## config.mk

```make
export PLATFORM = sky130hd
export DESIGN_NAME = mem_read_burst_scheduler
export DESIGN_NICKNAME = d
export VERILOG_FILES = /design/src/rtl/mem_read_sched_pkg.sv /design/src/rtl/mem_read_sched_ts_fifo.sv /design/src/rtl/mem_read_burst_scheduler.sv
export SDC_FILE = /design/constraint.sdc
export NUM_CORES = 1
export LEC_CHECK = 0
export BUFFER_PORTS_ARGS = -buffer_cell sky130_fd_sc_hd__buf_2
export CORE_AREA = 2 2 241 243
export CTS_BUF_LIST = sky130_fd_sc_hd__clkbuf_16
export CTS_CLUSTER_DIAMETER = 120
export DETAILED_ROUTE_END_ITERATION = 10
export DIE_AREA = 0 0 243 245
export GPL_TIMING_DRIVEN = 0
export PLACE_DENSITY = 0.49
export SETUP_SLACK_MARGIN = 0.15
export SLEW_MARGIN = 20
export SYNTH_ARGS = -nofsm -noshare
export SYNTH_HDL_FRONTEND = slang
export SYNTH_SLANG_ARGS = --single-unit
```

## constraint.sdc

```tcl
create_clock -name aclk -period 5.05 [get_ports aclk]
set_input_delay 0.505 -clock aclk [delete_from_list [all_inputs] [get_ports aclk]]
set_output_delay 0.505 -clock aclk [all_outputs]
set_load 0.05 [all_outputs]
```

## src/rtl/mem_read_sched_pkg.sv

```systemverilog
// Shared types and sizing helpers for the memory-read burst scheduler.
package mem_read_sched_pkg;

    typedef enum logic [1:0] {
        IDLE  = 2'd0,
        ISSUE = 2'd1,
        DRAIN = 2'd2,
        DONE  = 2'd3
    } state_t;

    localparam int OFFSET_W = 33;
    localparam int CYCLES_W = 64;
    localparam int COUNT_W  = 32;

    // Wide enough to hold the value C_MAX_OUTSTANDING itself, not just max-1.
    function automatic int outstanding_width(input int max_outstanding);
        return $clog2(max_outstanding) + 1;
    endfunction

endpackage

```

## src/rtl/mem_read_sched_ts_fifo.sv

```systemverilog
// Register-based timestamp FIFO for AR-to-rlast latency measurement.
// Built only when MEM_READ_BURST_SCHEDULER_LATENCY_EN is defined; DEPTH must be a power of 2.
module mem_read_sched_ts_fifo #(
    parameter int DEPTH = 16,
    parameter int WIDTH = 32
) (
    input  logic             clk,
    input  logic             rst,
    input  logic             clr,
    input  logic             push,
    input  logic [WIDTH-1:0] push_data,
    input  logic             pop,
    output logic [WIDTH-1:0] pop_data
);
    localparam int PTR_W = (DEPTH > 1) ? $clog2(DEPTH) : 1;

    logic [WIDTH-1:0] mem [DEPTH];
    logic [PTR_W-1:0] wr_ptr;
    logic [PTR_W-1:0] rd_ptr;

    always_ff @(posedge clk) begin
        if (rst || clr) begin
            wr_ptr <= '0;
            rd_ptr <= '0;
        end else begin
            if (push) wr_ptr <= wr_ptr + PTR_W'(1);
            if (pop)  rd_ptr <= rd_ptr + PTR_W'(1);
        end
    end

    // NOTE: storage is deliberately left out of reset; only entries between the pointers are ever read.
    always_ff @(posedge clk) begin
        if (push) mem[wr_ptr] <= push_data;
    end

    assign pop_data = mem[rd_ptr];

endmodule

```

## src/rtl/mem_read_burst_scheduler.sv

```systemverilog
// AXI4 read-burst sequencer: walks a strided window, bounds outstanding bursts, sinks data, counts stats.
// Optional AR-to-rlast latency tracking is enabled by MEM_READ_BURST_SCHEDULER_LATENCY_EN.
module mem_read_burst_scheduler
    import mem_read_sched_pkg::*;
#(
    parameter int C_M_AXI_ADDR_WIDTH = 64,
    parameter int C_M_AXI_DATA_WIDTH = 256,
    parameter int C_MAX_OUTSTANDING  = 16,
    parameter int C_BURST_LEN        = 64
) (
    input  logic                          aclk,
    input  logic                          areset,
    input  logic                          ap_start,
    output logic                          ap_done,
    output logic                          busy,
    input  logic [63:0]                   ctrl_addr_offset,
    input  logic [31:0]                   addr_incr,
    input  logic [31:0]                   mem_max_addr,
    output logic                          m_axi_arvalid,
    input  logic                          m_axi_arready,
    output logic [C_M_AXI_ADDR_WIDTH-1:0] m_axi_araddr,
    output logic [7:0]                    m_axi_arlen,
    input  logic                          m_axi_rvalid,
    output logic                          m_axi_rready,
    input  logic [C_M_AXI_DATA_WIDTH-1:0] m_axi_rdata,
    input  logic                          m_axi_rlast,
    output logic [CYCLES_W-1:0]           stat_cycles,
    output logic [COUNT_W-1:0]            stat_bursts,
    output logic [COUNT_W-1:0]            stat_beats,
    output logic [COUNT_W-1:0]            stat_lat_max
);
    localparam int               OUT_W   = outstanding_width(C_MAX_OUTSTANDING);
    localparam logic [OUT_W-1:0] OUT_MAX = OUT_W'(C_MAX_OUTSTANDING);

    state_t                        state, state_next;
    logic [C_M_AXI_ADDR_WIDTH-1:0] base;
    logic [31:0]                   incr, limit, offset;
    logic [OFFSET_W-1:0]           offset_sum;
    logic [OUT_W-1:0]              outstanding, outstanding_next;
    logic                          arvalid, arvalid_next, rready;
    logic                          start, ar_hs, r_hs, last_hs, walk_end;
    logic                          rdata_unused;

    assign rdata_unused = ^m_axi_rdata;

    assign start   = (state == IDLE) && ap_start;
    assign ar_hs   = arvalid && m_axi_arready;
    assign r_hs    = m_axi_rvalid && rready;
    assign last_hs = r_hs && m_axi_rlast;

    // A carry into bit 32 ends the walk just like reaching the limit does.
    assign offset_sum = {1'b0, offset} + {1'b0, incr};
    assign walk_end   = (incr == '0) || (offset_sum >= {1'b0, limit}) || offset_sum[32];

    // An rlast with nothing outstanding is a protocol error; the count is held at 0.
    always_comb begin
        outstanding_next = outstanding;
        if (ar_hs && !last_hs)
            outstanding_next = outstanding + OUT_W'(1);
        else if (last_hs && !ar_hs && outstanding != '0)
            outstanding_next = outstanding - OUT_W'(1);
    end

    // NOTE: every variable gets a default before the case so no path can infer a latch.
    always_comb begin
        state_next   = state;
        arvalid_next = arvalid;
        unique case (state)
            IDLE: begin
                if (start) begin
                    state_next   = (mem_max_addr == '0) ? DONE : ISSUE;
                    arvalid_next = (mem_max_addr != '0);
                end
            end
            ISSUE: begin
                if (ar_hs && walk_end) begin
                    state_next   = DRAIN;
                    arvalid_next = 1'b0;
                end else if (!arvalid || ar_hs) begin
                    arvalid_next = (outstanding_next < OUT_MAX);
                end
            end
            DRAIN: begin
                if (outstanding_next == '0) state_next = DONE;
            end
            DONE: begin
                state_next = IDLE;
            end
            default: begin
                state_next = IDLE;
            end
        endcase
    end

    // NOTE: sequential state uses non-blocking assignments so all registers update from pre-edge values.
    always_ff @(posedge aclk) begin
        if (areset) begin
            state   <= IDLE;
            arvalid <= 1'b0;
            rready  <= 1'b0;
        end else begin
            state   <= state_next;
            arvalid <= arvalid_next;
            rready  <= 1'b1;
        end
    end

    always_ff @(posedge aclk) begin
        if (areset) begin
            base        <= '0;
            incr        <= '0;
            limit       <= '0;
            offset      <= '0;
            outstanding <= '0;
            stat_cycles <= '0;
            stat_bursts <= '0;
            stat_beats  <= '0;
        end else if (start) begin
            base        <= ctrl_addr_offset[C_M_AXI_ADDR_WIDTH-1:0];
            incr        <= addr_incr;
            limit       <= mem_max_addr;
            offset      <= '0;
            outstanding <= '0;
            stat_cycles <= '0;
            stat_bursts <= '0;
            stat_beats  <= '0;
        end else begin
            outstanding <= outstanding_next;
            if (ar_hs && !walk_end) offset      <= offset_sum[31:0];
            if (busy)               stat_cycles <= stat_cycles + CYCLES_W'(1);
            if (ar_hs)              stat_bursts <= stat_bursts + COUNT_W'(1);
            if (r_hs)               stat_beats  <= stat_beats + COUNT_W'(1);
        end
    end

`ifdef MEM_READ_BURST_SCHEDULER_LATENCY_EN
    logic [COUNT_W-1:0] ts_head, latency, lat_max;
    logic               ts_pop;

    assign ts_pop  = last_hs && (outstanding != '0);
    assign latency = stat_cycles[COUNT_W-1:0] - ts_head;

    mem_read_sched_ts_fifo #(
        .DEPTH (C_MAX_OUTSTANDING),
        .WIDTH (COUNT_W)
    ) u_ts_fifo (
        .clk       (aclk),
        .rst       (areset),
        .clr       (start),
        .push      (ar_hs),
        .push_data (stat_cycles[COUNT_W-1:0]),
        .pop       (ts_pop),
        .pop_data  (ts_head)
    );

    always_ff @(posedge aclk) begin
        if (areset || start)
            lat_max <= '0;
        else if (ts_pop && latency > lat_max)
            lat_max <= latency;
    end

    assign stat_lat_max = lat_max;
`else
    assign stat_lat_max = '0;
`endif

    assign busy          = (state != IDLE);
    assign ap_done       = (state == DONE);
    assign m_axi_arvalid = arvalid;
    assign m_axi_rready  = rready;
    assign m_axi_araddr  = base + C_M_AXI_ADDR_WIDTH'(offset);
    assign m_axi_arlen   = 8'(C_BURST_LEN - 1);

endmodule

```

# After elaboration in Yosys (flattened, before gate mapping)
# Cells that the tools add are included.
# totals
word_cells	66
input_bits	390
output_inout_bits	236
regBits	297
# op_classes
reduce_logical	27
add_sub_neg	7
n_eq_ne	7
magnitude_cmp	2
n_mux	12
# op_table
cell	n
adder 32 x 1 -> 32 bit, second input constant	2
adder 64 x 1 -> 64 bit, second input constant	1
adder 64 x 32 -> 64 bit	1
logical NOT 32 bit	2
adder 32 x 32 -> 33 bit	1
greater-or-equal comparator 33 x 32 -> 1 bit	1
nonzero test 32 bit	1
2-to-1 mux 5 bit	2
logical AND 1 bit	9
2-to-1 mux 2 bit	4
case mux 2 bit (4 select lines)	1
!= test 2 bit, second input constant	3
AND reduction 3 bit	2
adder 5 x 1 -> 5 bit, second input constant	1
logical NOT 5 bit	1
less-than comparator 5 bit, second input constant	1
nonzero test 5 bit	1
subtractor 5 x 1 -> 5 bit, second input constant	1
equality test 2 bit, second input constant	2
logical NOT 1 bit	4
2-to-1 mux 1 bit	4
nonzero test 2 bit	2
logical OR 1 bit	3
!= test 3 bit, second input constant	1
4 further kinds	4

# Depth between registers and ports, before layout
# depth
ltp_word	10
mapped_depth	20
depth_no_buf	19

# Worst setup path after synthesis
# OpenSTA, ideal clock, no wires.
# synth_path
path_kind	flip-flop to flip-flop
start	register offset[0]
end	register offset[0]
setup_ns	0.128
period_less_slack_ns	4.403
path_buffers	1
path_stages_with_launch	21
t_arrival_ns	4.275
required_time_ns	4.922
setup_slack_ns	0.647
path_cell_list	dfxtp_1 > ha_1 > fa_1 > a211oi_1 > o211ai_1 > a31oi_4 > a211oi_1 > o311a_1 > o21a_1 > nor3_1 > nor2_1 > ha_1 > nand4_1 > nor4_1 > o311ai_0 > o21ai_0 > o21ai_0 > nand2_1 > buf_2 > mux2i_1 > nor2_1
# synth_via
elab_chain_len	6
# synth_lines
item	line	text
from (decl)	mem_read_burst_scheduler.sv:37	logic [31:0] incr, limit, offset;
from (signal assigned)	mem_read_burst_scheduler.sv:129	if (ar_hs && !walk_end) offset <= offset_sum[31:0];
adder 32 x 32 -> 33 bit	mem_read_burst_scheduler.sv:52	assign offset_sum = {1'b0, offset} + {1'b0, incr};
via offset_sum[22]	mem_read_burst_scheduler.sv:38	logic [OFFSET_W-1:0] offset_sum;
greater-or-equal comparator 33 x 32 -> 1 bit	mem_read_burst_scheduler.sv:53	assign walk_end = (incr == '0) || (offset_sum >= {1'b0, limit}) || offset_sum[32];
logical OR 1 bit (2 in series)	mem_read_burst_scheduler.sv:53	
logical NOT 1 bit	mem_read_burst_scheduler.sv:129	
logical AND 1 bit	mem_read_burst_scheduler.sv:129	
# The timed path passes the listed nets, and every way through them passes these cells.
# A chain may end at the register's enable or synchronous reset.

# Worst setup path after layout
# layout_path
start	register offset[0]
end	register offset[28]
# The elaborated chain is that of the path after synthesis.

==> results.txt <==
* Post-route fraction of the period consumed by the critical path: 0.929
* Worst Reg2Reg Path Length in Cells: 20
- After layout, the minimum clock period comes to 4.69 ns.
* Clock Sinks: 297
- Startpoint of the worst-slack reg-to-reg timing path: offset[0]$_SDFFE_PP0P_
* Number of DRC violations after detailed-routing iteration 0: between 700 and 800
- Number of setup violations in the final report: 0
- For the worst setup path, the data arrival time is 5.13 ns.
- In this run the tightest slew margin relative to its limit is 0.351.
- Starting density of the core: 0.295
* Worst-Skew Late Latency: 0.56 ns
* Initial antenna violation count: 4
- Layout overhead on the synthesized area: 24.4%
- Proportion of synthesized flip-flops having asynchronous set or reset: 0
- The critical path goes through ha_1, fa_2, a211oi_2, o211ai_1, a31oi_4, a211oi_1, o311a_1, o21a_1, o21a_1, nor2_1, ha_1, nand4_1, nor4_4, buf_4, a31o_2, nor4_2, nand2_4, buf_8, and3_1, a21o_1.
* Cell area after synthesis: 16800 um2
* CTS tree: yes
- Global-route wire length before repair: 88600 um
- In this run the remaining antenna-violating nets after routing total 0.
* Max-cap viol count: 0
- Final weighted congestion of routability-driven global placement: 0.870
- Highest clock frequency the design can meet: 213 MHz
- Via Count: between 15000 and 20000
- After filler insertion, the fill cell instance count of the layout stands at 6184.
- Number of cells on the critical path: 20
- Pin placement for this block handled 626 I/O pins.
- Maximum ir drop on the vdd rail: 230 uV
* Pleak: 0.00932 uW
- Fraction of final layout cells sized beyond drive strength 1: 0.192
- Detailed placer's ending HPWL: 47100 um
- Number of core rows: a little under 90
- Switching power total: between 2000 and 3000 uW
- After synthesis, the mean cell area works out to 7.94 um2.
- The min-delay analysis places its worst path in the category input pin to register.
- IO buf count: 328
* Overall track demand over capacity in global routing: 0.190
- For this run the aggregate overflow at the end of global routing stands at 0.
- On the worst path, the slowest cell contributes a delay of 0.39 ns.
- Core outline area: about 57000 um2
* Die span in y: 245 um
- Leaving out fill and tap cells, the most frequent cell in the layout is nand2_1.
* Category of the worst setup path launch point: register
- At the pin with the least slew margin, the transition time is between 0.9 and 1 ns.
* Type of destination of the critical path: register
- Power spread over the standard cell area amounts to around 370 nW/um2.
- Final standard cell area without fillers: 20900 um2
- The most used flip-flop cell after synthesis is dfxtp_1.
- Register-to-register setup slack: 0.36 ns
- Worst setup path endpoint: offset[28]$_SDFFE_PP0P_
- In the final layout, flip-flops and latches occupy 5950 um2.
* Multi-input combinational cell area: around 10000 um2
- Pin count of the biggest net entering global routing: 12
* Area of placed instances: 19600 um2
- The slowest stage of the critical path belongs to the cell fa_2.
- After detailed routing, the number of remaining DRC violations is 0.
- Of all nets on the critical path, the largest fanout is 10.
- The cell count after synthesis came out at ~2100.
- The routed design has 58400 um of wire.
* Drt via density: slightly below 5
* Post-layout nets: 3028
- Die area: between 50000 and 60000 um2
- Most frequent cells in the layout: nand2_1 (374), buf_2 (334), dfxtp_1 (297)
- Kind of critical path: register to register
- Worst R2R End: offset[28]$_SDFFE_PP0P_
- Netlist cell types: 80
- Fraction of power consumed by combinational cells: 0.300
* Portion of total power attributed to sequential cells: 0.353
- Clock Root Buffer: clkbuf_16
* Clock tree buffer depth: 3
- Post-synthesis sequential area ratio: 0.354
- Worst Path Required: 5.49 ns
- Number of H-tree levels: 2
* 1st-pass router iterations: 5
- Number of buffer and inverter stages on the critical path: 2
- Setup repair after global routing missed its margin: yes
* Vias in the first global route: 15513
* Routed wire length per instance: approximately 18 um
- The flow ran to the end, and the final reports show no timing, DRC or antenna violations.
* Largest clock skew in the final design: ~0.03 ns
- Final Hold Viols: 0
- In this run the horizontal extent of the chip is between 200 and 250 um.
- Number of enable-type register cells in the synthesized netlist: 0
* Dominant delay contributor by cell family on the critical path: compound AO/OA/AOI/OAI gates
- During synthesis, Yosys emitted a total of 0 warnings.
- Clock-pin slew on the worst setup and hold paths: about 0.060 ns
- The number of clock buffers added by TritonCTS is 38.
- Clock power share: 0.347
- The critical path starts at offset[0]$_SDFFE_PP0P_.
* Number of buffers inserted for hold repair after clock tree synthesis: 0
- Flop and latch count out of synthesis: 297
* Final Max Tran Viols: 0
- Of the total power, the share spent switching nets is 0.377.
* Internal: about 4800 uW
* Accumulated negative setup slack: 0 ns
-- flip-flops by register name (all words and copies together) (netlist names) --
| name | cells |
|---|---|
| stat_cycles | 64 |
| incr | 32 |
| offset | 32 |
| stat_bursts | 32 |
| m_axi_rready | 1 |
| outstanding | 5 |
| state | 2 |
| m_axi_arvalid | 1 |
| base | 64 |
| stat_beats | 32 |
| limit | 32 |
-- layout make-up --
cell class,instances,area share
diodes,2,0.000239
plain buffers,122,0.0320
repair buffers,335,0.0810
well taps,765,0.0457
inverters,70,0.0126
clock inverters,31,0.0112
flip-flops and latches,297,0.284
clock buffers,39,0.0466
multi-input cells,1666,0.487
-- worst min-delay path by stage --
stage	start	to	slack [ns]	cells after the start
2_1_floorplan	base[35]$_SDFFE_PP0P_	base[35]$_SDFFE_PP0P_	0.44	2
3_3_place_gp	base[35]$_SDFFE_PP0P_	base[35]$_SDFFE_PP0P_	0.44	2
3_5_place_dp	limit[9]$_SDFFE_PP0P_	limit[9]$_SDFFE_PP0P_	0.45	2
4_1_cts	ctrl_addr_offset[20]	base[20]$_SDFFE_PP0P_	0.15	3
5_1_grt	ctrl_addr_offset[7]	base[7]$_SDFFE_PP0P_	0.16	3
6_report	ctrl_addr_offset[6]	base[6]$_SDFFE_PP0P_	0.18	3
-- layer usage --
layer,GRT usage,vias to the layer above,share of wire
met5,0.0172,-,0.0027
met3,0.0430,62,0.067
met4,0.0386,4,0.015
met1,0.263,7581,0.48
met2,0.299,476,0.43
li1,-,8090,-
-- metrics by stage --
stage | setup WS (ns) | std cells | power, uW | hold WS [ns] | util
6_report | 0.361 | 3327 | 7670 | 0.180 | 0.367
5_1_grt | 0.125 | 3327 | 8100 | 0.165 | 0.367
4_1_cts | 0.222 | 3320 | 7720 | 0.146 | 0.365
3_5_place_dp | -0.441 | 3248 | 4990 | 0.452 | 0.343
3_3_place_gp | -0.412 | 3248 | 4950 | 0.444 | 0.343
2_1_floorplan | 0.647 | 2155 | 4300 | 0.436 | -
-- Yosys cell counts, types with 24 or more instances --
master | number | area, um2
nor3_1 | 25 | 125
nand2_1 | 376 | 1410
buf_4 | 44 | 330
xnor2_1 | 85 | 744
nand3_1 | 64 | 320
nor4_1 | 24 | 150
a21oi_1 | 226 | 1130
mux2i_1 | 28 | 280
xor2_1 | 105 | 920
nand4_1 | 55 | 344
ha_1 | 106 | 1330
inv_1 | 70 | 263
clkbuf_1 | 58 | 218
o21ai_0 | 69 | 345
and3_1 | 42 | 263
dfxtp_1 | 297 | 5950
or3_1 | 29 | 181
nor2_1 | 201 | 754
-- power groups by stage --
stage	logic, uW	clock network, uW	registers (uW)
final	2300	2660	2700
after global routing	2530	2840	2730
after CTS	2270	2750	2710
after detailed placement	2230	0	2760
after global placement	2210	0	2750
after floorplan	1570	0	2730
-- cell families after synthesis --
group | after synthesis | synth area share
flip-flops | 297 | 0.354
adder cells (fa/ha/maj) | 108 | 0.0812
buffers and inverters | 192 | 0.0542
XOR/XNOR | 190 | 0.0990
multiplexers | 28 | 0.0167
AND/OR/NAND/NOR | 880 | 0.242
other | 2 | 0.000447
AO/OA/AOI/OAI | 420 | 0.153
-- worst min-delay path, cell delays in order --
cell,delay (ns)
buf_2,0.10
nand2_1,0.05
a21oi_1,0.05
-- timing repair --
item                                    CTS  global route
endpoints found under the setup margin   35            35
setup buffers                             2             5
resized for setup                        10            14
pin swaps                                 3             6
Note: power is estimated with default switching activity, not from simulation.
